==> src/rtl/hfrv_mem_arbiter.sv <==
// Two-master round-robin arbiter sharing one synchronous SRAM port between the
// core (M0) and the debug/loader port (M1), with bounded M1 lock and read routing.
module hfrv_mem_arbiter #(
  parameter int unsigned ADDR_W   = 32,
  parameter int unsigned DATA_W   = 32,
  parameter int unsigned MAX_HOLD = 8
) (
  input  logic                  clk,
  input  logic                  reset,
  input  logic                  m0_req,
  input  logic [DATA_W/8-1:0]   m0_we,
  input  logic [ADDR_W-1:0]     m0_addr,
  input  logic [DATA_W-1:0]     m0_wdata,
  output logic                  m0_gnt,
  output logic                  m0_rvalid,
  output logic [DATA_W-1:0]     m0_rdata,
  output logic                  m0_stall,
  input  logic                  m1_req,
  input  logic [DATA_W/8-1:0]   m1_we,
  input  logic [ADDR_W-1:0]     m1_addr,
  input  logic [DATA_W-1:0]     m1_wdata,
  input  logic                  m1_lock,
  output logic                  m1_gnt,
  output logic                  m1_rvalid,
  output logic [DATA_W-1:0]     m1_rdata,
  output logic                  mem_en,
  output logic [DATA_W/8-1:0]   mem_we,
  output logic [ADDR_W-1:0]     mem_addr,
  output logic [DATA_W-1:0]     mem_wdata,
  input  logic [DATA_W-1:0]     mem_rdata
);

  localparam int unsigned HOLD_W = 8;

  logic              r_last;      // last granted master, 1 = M1
  logic              r_prev_gnt;  // any grant on the previous cycle
  logic              r_lock_prev;
  logic [HOLD_W-1:0] r_hold;
  logic              r_rd_pend;
  logic              r_rd_owner;
  logic [DATA_W-1:0] r_m0_rdata;
  logic [DATA_W-1:0] r_m1_rdata;

  logic w_both;
  logic w_sel1;
  logic w_g0;
  logic w_g1;
  logic w_rd;

  // Grant decision: round-robin on contention, lock honoured until hold limit
  always_comb begin
    w_both = m0_req & m1_req;
    w_sel1 = m1_req;
    if (w_both) begin
      if (r_hold == HOLD_W'(MAX_HOLD)) begin
        w_sel1 = ~r_last;
      end else if (r_lock_prev) begin
        w_sel1 = 1'b1;
      end else begin
        w_sel1 = ~r_last;
      end
    end
    w_g1 = m1_req & w_sel1;
    w_g0 = m0_req & ~w_sel1;
  end

  assign m0_gnt    = w_g0;
  assign m1_gnt    = w_g1;
  assign m0_stall  = m0_req & ~w_g0;
  assign mem_en    = w_g0 | w_g1;
  assign mem_we    = w_g1 ? m1_we : (w_g0 ? m0_we : '0);
  assign mem_addr  = w_g1 ? m1_addr : m0_addr;
  assign mem_wdata = w_g1 ? m1_wdata : m0_wdata;
  assign w_rd      = mem_en & (mem_we == '0);

  // SRAM data arrives the cycle after the grant; non-owner keeps its last word
  assign m0_rvalid = r_rd_pend & ~r_rd_owner;
  assign m1_rvalid = r_rd_pend & r_rd_owner;
  assign m0_rdata  = m0_rvalid ? mem_rdata : r_m0_rdata;
  assign m1_rdata  = m1_rvalid ? mem_rdata : r_m1_rdata;

  always_ff @(posedge clk or posedge reset) begin
    if (reset) begin
      r_last      <= 1'b1;
      r_prev_gnt  <= 1'b0;
      r_lock_prev <= 1'b0;
      r_hold      <= '0;
      r_rd_pend   <= 1'b0;
      r_rd_owner  <= 1'b0;
      r_m0_rdata  <= '0;
      r_m1_rdata  <= '0;
    end else begin
      r_prev_gnt  <= mem_en;
      r_lock_prev <= w_g1 & m1_lock;
      r_rd_pend   <= w_rd;
      if (w_rd) begin
        r_rd_owner <= w_g1;
      end
      if (mem_en) begin
        r_last <= w_g1;
      end
      // Hold counts consecutive contested grants to the same master
      if (!mem_en) begin
        r_hold <= '0;
      end else if (r_prev_gnt && (w_g1 != r_last)) begin
        r_hold <= HOLD_W'(1);
      end else if (w_both && (r_hold != HOLD_W'(MAX_HOLD))) begin
        r_hold <= r_hold + HOLD_W'(1);
      end
      if (m0_rvalid) begin
        r_m0_rdata <= mem_rdata;
      end
      if (m1_rvalid) begin
        r_m1_rdata <= mem_rdata;
      end
    end
  end

endmodule

==> config.mk <==
export PLATFORM = sky130hd
export DESIGN_NAME = hfrv_mem_arbiter
export DESIGN_NICKNAME = d
export VERILOG_FILES = /design/src/rtl/hfrv_mem_arbiter.sv
export SDC_FILE = /design/constraint.sdc
export NUM_CORES = 1
export LEC_CHECK = 0
export ABC_AREA = 1
export CELL_PAD_IN_SITES_DETAIL_PLACEMENT = 1
export CELL_PAD_IN_SITES_GLOBAL_PLACEMENT = 1
export CORE_AREA = 10 10 143 145
export CTS_CLUSTER_SIZE = 12
export DETAILED_ROUTE_END_ITERATION = 16
export DIE_AREA = 0 0 153 155
export PLACE_DENSITY = 0.87
export SLEW_MARGIN = 20
export SYNTH_ARGS = -nofsm -noshare
export SYNTH_HDL_FRONTEND = slang
export SYNTH_SLANG_ARGS = --single-unit
==> constraint.sdc <==
create_clock -name clk -period 6.09 [get_ports clk]
set_input_delay 1.218 -clock clk [delete_from_list [all_inputs] [get_ports clk]]
set_output_delay 1.218 -clock clk [all_outputs]
set_load 0.005 [all_outputs]
==> results.cfg, run 1 <==
[global_route]
grt_use_met3 = 0.0703
grt_busiest_layer = met2
grt_max_degree = 72
first_global_vias = 4989
grt_first_pass_wirelength_mm = 28.5
grt_usage = 0.151
grt_overflow = 0
grtUsageMet2 = 0.254
antenna_found_initial = 0
met1_usage = 0.159

[layout]
fin_nets = 1020
antennaDiodeCount = 0
final_cell_mix = clkdlybuf4s50_1 (310), nand2_1 (281), dfrtp_1 (76)
final-instance-count-excl-fill = 1079
layout_commonest_cell = clkdlybuf4s50_1
finish.utilization = 0.426
final_area_um2 = 7520
area_growth_pct = 88.6
drive_gt1_frac = 0.0447

[power]
vdd_drop_max_uv = 231
leakage_nw = 3.55
powerDensity_nw_per_um2 = 325
power_mw = 2.44

[route]
drt_wl_total_mm = 19.1
drc_errors = 0
routed_via_density = 4.27
ant_nets = 0
wl_per_cell_um = 17.7
vias = 4612
drt_iter0_drc = 100
first_pass_iters = 4

[timing]
max_freq_mhz = 204
rsz0062_at_grt = no
maxSlewHeadroom = 0.358
holdWs_ps = 496
hold_violations = 0
fin_ws_ps = 1180
period_needed_ps = 4910
setup_viol = 0
worst-slew-pin-transition_ps = 962
period_share = 0.807
fin_tns_setup_ps = 0
finClkSkew_ps = 4.87
slew_violations = 0

[run_status]
status = complete, no violations

[cts]
cts.repair.resized = 0
clk_latency_ps = 330
cts.path.max_buffers = 2
cts_setup_buffers = 0
h-tree-depth = 3
cts_buffers = 9
ctsHoldBuffers = 0
cts_sinks = 77
cts_root_buf = clkbuf_16
clk_pin_slew_ps = 60
cts_tree = built

[placed_design]
hpwl_mm = 16.0
gp_congestion = 0.810
place_ws_ps = 1170
numPlacedInstances = 1063
dpl_cell_area_um2 = 7230
io_buffers = 310

[hold_path]
min_from = r_m1_rdata[23]
worstHoldPathCells = 2
hp-class = flop to flop
worst_hold_path.endpoint = r_m1_rdata[23]

[setup_path]
rr_worst_depth = 14
r2r_end = r_rd_owner
worstPathCellList = clkdlybuf4s50_1, inv_2, o21ai_4, nand2_4, inv_4, nand2_1, nand2_1, clkdlybuf4s50_1
cpMaxStageDelayCell = clkdlybuf4s50_1
cp_slowest_stage_delay_ps = 640
crit_fanout = 68
ff2ff_setup_slack_ps = 3850
critPathArrivalTime_ps = 3690
cp_data_required_time_ps = 4870
path_class = input pin to output pin
endpoint_kind = output pin
worstReg2RegStart = r_hold[0]
startpoint = m0_req
cp-start-kind = input pin

[die]
initial_core_util = 0.226
core_area_um2 = 17700
die_x_um = 153
die_h_um = 155
pin_count = 311
num_rows = 49
dieArea_um2 = 23700

[logic_synthesis]
ys_seq_area_frac = 0.484
syn-num-nets = 725
syn_area_um2 = 3990
ys_ff_latch = 77
synth_top_cell_by_area = dfrtp_1
ys_top_cells_by_area = dfrtp_1 (48%), nand2_1 (27%), o21ai_0 (8.0%)
synth_warnings = 0
synth_top_area_share = 0.477
yosysUniqueCellTypes = 31
syn_area_per_cell_um2 = 7.25
syn_inst = 550

[flow_run]
maxCapViolations = 0
[cells by family after synthesis]
logic type                 after synthesis  share of synthesized area
buffers and inverters                   79                     0.0891
and+or+nand+nor                        319                      0.320
DFF                                     77                      0.484
xor gates and xnor gates                 1                    0.00220
adders and majority gates                2                    0.00628
AOI/OAI and AO/OA                       72                     0.0982
[flip-flops by register name, indices dropped and copies added, names as in the netlist]
name	flops
r_hold	8
r_last	1
r_lock_prev	1
r_m0_rdata	32
r_m1_rdata	32
r_prev_gnt	1
r_rd_owner	1
r_rd_pend	1
[where the power goes]
group / switching, mW / internal [mW] / total [mW]
Combinational: 0.492 / 0.659 / 1.15
Clock: 0.202 / 0.298 / 0.500
Sequential: 0.0644 / 0.725 / 0.790
Total: 0.758 / 1.68 / 2.44
[layer usage]
layer	wire, um	share of wire
met1	7450	0.39
met2	8940	0.47
met3	1970	0.10
met4	710	0.037
met5	0	0
[area by class of cell]
type                            count  area (um2)
Inverter                           51         194
Sequential cell                    77        1930
Multi-Input combinational cell    394        1710
Tap cell                          229         287
Timing Repair Buffer              312        3120
Clock buffer                       13         260
Fill cell                        2123       10100
Clock inverter                      3        20.0
[how the worst max path moves through the flow]
| stage | end | slack [ps] |
|---|---|---|
| 4_1_cts | mem_wdata[30] | 1170 |
| 6_report | mem_wdata[30] | 1180 |
| 2_1_floorplan | mem_wdata[10] | 2760 |
| 5_1_grt | mem_wdata[30] | 1040 |
| 3_5_place_dp | mem_wdata[30] | 1170 |
| 3_3_place_gp | mem_wdata[30] | 1240 |
[cells in the mapped netlist, drive strengths merged]
master	count
xor2	1
clkbuf	12
dfrtp	76
inv	51
a31oi	2
buf	16
a21oi	2
nand3	8
ha	2
nor4	1
nor3	4
nand2	285
o21ai	67
nor2	16
nand4	5
o21a	1
dfstp	1
[worst max-delay path, delay by kind of cell]
kind                   cells  cell delay [ps]
buffers and inverters      4             1850
AND/OR/NAND/NOR            3              340
AO/OA/AOI/OAI              1              210
Note: power is estimated with default switching activity, not from simulation.
==> inputs of run 2 (changes only) <==
--- a/config.mk
+++ b/config.mk
@@ -8,11 +8,11 @@
 export ABC_AREA = 1
 export CELL_PAD_IN_SITES_DETAIL_PLACEMENT = 1
 export CELL_PAD_IN_SITES_GLOBAL_PLACEMENT = 1
-export CORE_AREA = 10 10 143 145
+export CORE_AREA = 10 10 146 148
 export CTS_CLUSTER_SIZE = 12
 export DETAILED_ROUTE_END_ITERATION = 16
-export DIE_AREA = 0 0 153 155
-export PLACE_DENSITY = 0.87
+export DIE_AREA = 0 0 156 158
+export PLACE_DENSITY = 0.84
 export SLEW_MARGIN = 20
 export SYNTH_ARGS = -nofsm -noshare
 export SYNTH_HDL_FRONTEND = slang
==> constraint.sdc (replaced) <==
create_clock -name clk -period 4.9 [get_ports clk]
set_input_delay 0.98 -clock clk [delete_from_list [all_inputs] [get_ports clk]]
set_output_delay 0.98 -clock clk [all_outputs]
set_load 0.005 [all_outputs]
==> run 2 against run 1 <==
Effect of this change: critical path type unchanged; sequential share of layout area fell by 0.35 points; setup slack worse by 640 ps; non-clock buffer count increased by 3; first-iteration DRC count grew 67%; largest power group unchanged; sequential cell count did not move; global-route usage decreased by 0.31 points; clock skew down 2.0 ps; cell count rose by 0.65%.
==> results.cfg, run 2 (synthesis results as in run 1) <==
[cts]
clk_latency_ps = 330
ctsHoldBuffers = 0
h-tree-depth = 3
cts_setup_buffers = 0
cts_buffers = 9
cts.path.max_buffers = 2
cts_root_buf = clkbuf_16
cts_sinks = 77
cts.repair.resized = 0
cts_tree = built
clk_pin_slew_ps = 60

[setup_path]
critPathArrivalTime_ps = 3380
crit_fanout = 55
cp_data_required_time_ps = 3920
cpMaxStageDelayCell = clkdlybuf4s50_1
worstPathCellList = clkdlybuf4s50_1, inv_2, o21ai_4, nand2_4, inv_4, buf_12, nand2_1, nand2_1, clkdlybuf4s50_1
path_class = input pin to output pin
cp-start-kind = input pin
endpoint_kind = output pin
cp_slowest_stage_delay_ps = 670

[flow_run]
maxCapViolations = 0

[layout]
fin_nets = 1023
antennaDiodeCount = 0
top_regs = r_m0_rdata: 32 flops, r_m1_rdata: 32 flops, r_hold: 8 flops
drive_gt1_frac = 0.0493
final_cell_mix = clkdlybuf4s50_1 (310), nand2_1 (281), dfrtp_1 (76)
area_growth_pct = 91.1
layout_commonest_cell = clkdlybuf4s50_1
finish.utilization = 0.413
fill_cells = 2199
final-instance-count-excl-fill = 1086

[timing]
period_needed_ps = 4360
maxSlewHeadroom = 0.368
finClkSkew_ps = 2.86
max_freq_mhz = 229
slew_violations = 0
hold_violations = 0
fin_ws_ps = 540
period_share = 0.890
worst-slew-pin-transition_ps = 947
setup_viol = 0
rsz0062_at_grt = no
fin_tns_setup_ps = 0

[route]
vias = 4664
drt_wl_total_mm = 19.5
routed_via_density = 4.29
drt_iter0_drc = 167
drc_errors = 0
wl_per_cell_um = 18.0
first_pass_iters = 4
ant_nets = 0

[power]
leakage_nw = 3.59
switching_share = 0.301
p_clk_frac = 0.233
powerDensity_nw_per_um2 = 415
p_int_mw = 2.21
power_mw = 3.17
pwr-share-seq = 0.311
pwr-share-comb = 0.457
vdd_drop_max_uv = 166
power_switching_mw = 0.954

[die]
die_h_um = 158
core_area_um2 = 18500
initial_core_util = 0.216
die_x_um = 156
dieArea_um2 = 24600
pin_count = 311
num_rows = 50

[placed_design]
place_ws_ps = 514
io_buffers = 310
numPlacedInstances = 1071
gp_congestion = 0.854
hpwl_mm = 16.5

[global_route]
grt_usage = 0.148
grt_overflow = 0
antenna_found_initial = 3
grt_max_degree = 65
first_global_vias = 5074
grt_first_pass_wirelength_mm = 28.7

[hold_path]
hp-class = flop to flop

[run_status]
status = complete, no violations
-- run 2: layer usage --
| metal | vias up | part of all wire | track usage |
|---|---|---|---|
| met2 | 198 | 0.50 | 0.266 |
| li1 | 2279 | - | - |
| met1 | 2163 | 0.36 | 0.148 |
| met3 | 20 | 0.13 | 0.0776 |
| met5 | - | 0.00072 | 0 |
| met4 | 4 | 0.014 | 0.0378 |
-- run 2: metrics by stage --
| stage | hold slack (ps) | area (um2) |
|---|---|---|
| after global placement | 478 | 7290 |
| after detailed placement | 486 | 7290 |
| final | 498 | 7620 |
| after CTS | 505 | 7620 |
| after floorplan | 464 | 3990 |
| after global routing | 518 | 7620 |
-- run 2: critical path, delay by kind of cell --
family	cells	cell delay (ps)
and+or+nand+nor	3	410
AOI/OAI and AO/OA	1	210
buffers and inverters	5	1740
-- run 2: power groups by stage --
stage | Sequential (mW) | Clock (mW) | Combinational [mW]
6_report | 0.983 | 0.736 | 1.45
5_1_grt | 1.01 | 0.782 | 1.58
4_1_cts | 0.986 | 0.758 | 1.48
3_5_place_dp | 0.994 | 0 | 1.47
3_3_place_gp | 0.972 | 0 | 1.43
2_1_floorplan | 0.964 | 0 | 0.475
-- run 2: final timing paths --
path,from,end,slack [ps],cells past startpoint
setup / recovery,m0_req,mem_wdata[26],540,9
hold / removal,r_m0_rdata[15],r_m0_rdata[15],500,2
setup reg to reg,r_hold[0],r_rd_owner,2860,14
hold reg to reg,r_m0_rdata[15],r_m0_rdata[15],500,2
max in group asynchronous,reset,r_last,3280,3
min in group asynchronous,reset,r_m1_rdata[8],890,2
-- run 2: layout make-up --
| cell class | instances | area (um2) | share of cell area |
|---|---|---|---|
| Timing Repair Buffer | 315 | 3170 | 0.415 |
| Inverter | 51 | 194 | 0.0255 |
| Clock buffer | 12 | 267 | 0.0350 |
| Multi-Input combinational cell | 394 | 1710 | 0.224 |
| Tap cell | 234 | 293 | 0.0384 |
| Sequential cell | 77 | 1930 | 0.253 |
| Clock inverter | 3 | 67.6 | 0.00887 |
==> inputs of run 3 (changes only) <==
--- a/config.mk
+++ b/config.mk
@@ -17,3 +17,4 @@
 export SYNTH_ARGS = -nofsm -noshare
 export SYNTH_HDL_FRONTEND = slang
 export SYNTH_SLANG_ARGS = --single-unit
+export TNS_END_PERCENT = 50
==> results of run 3 <==
Same layout as run 2: the final DEF is identical, and so are final timing and power.
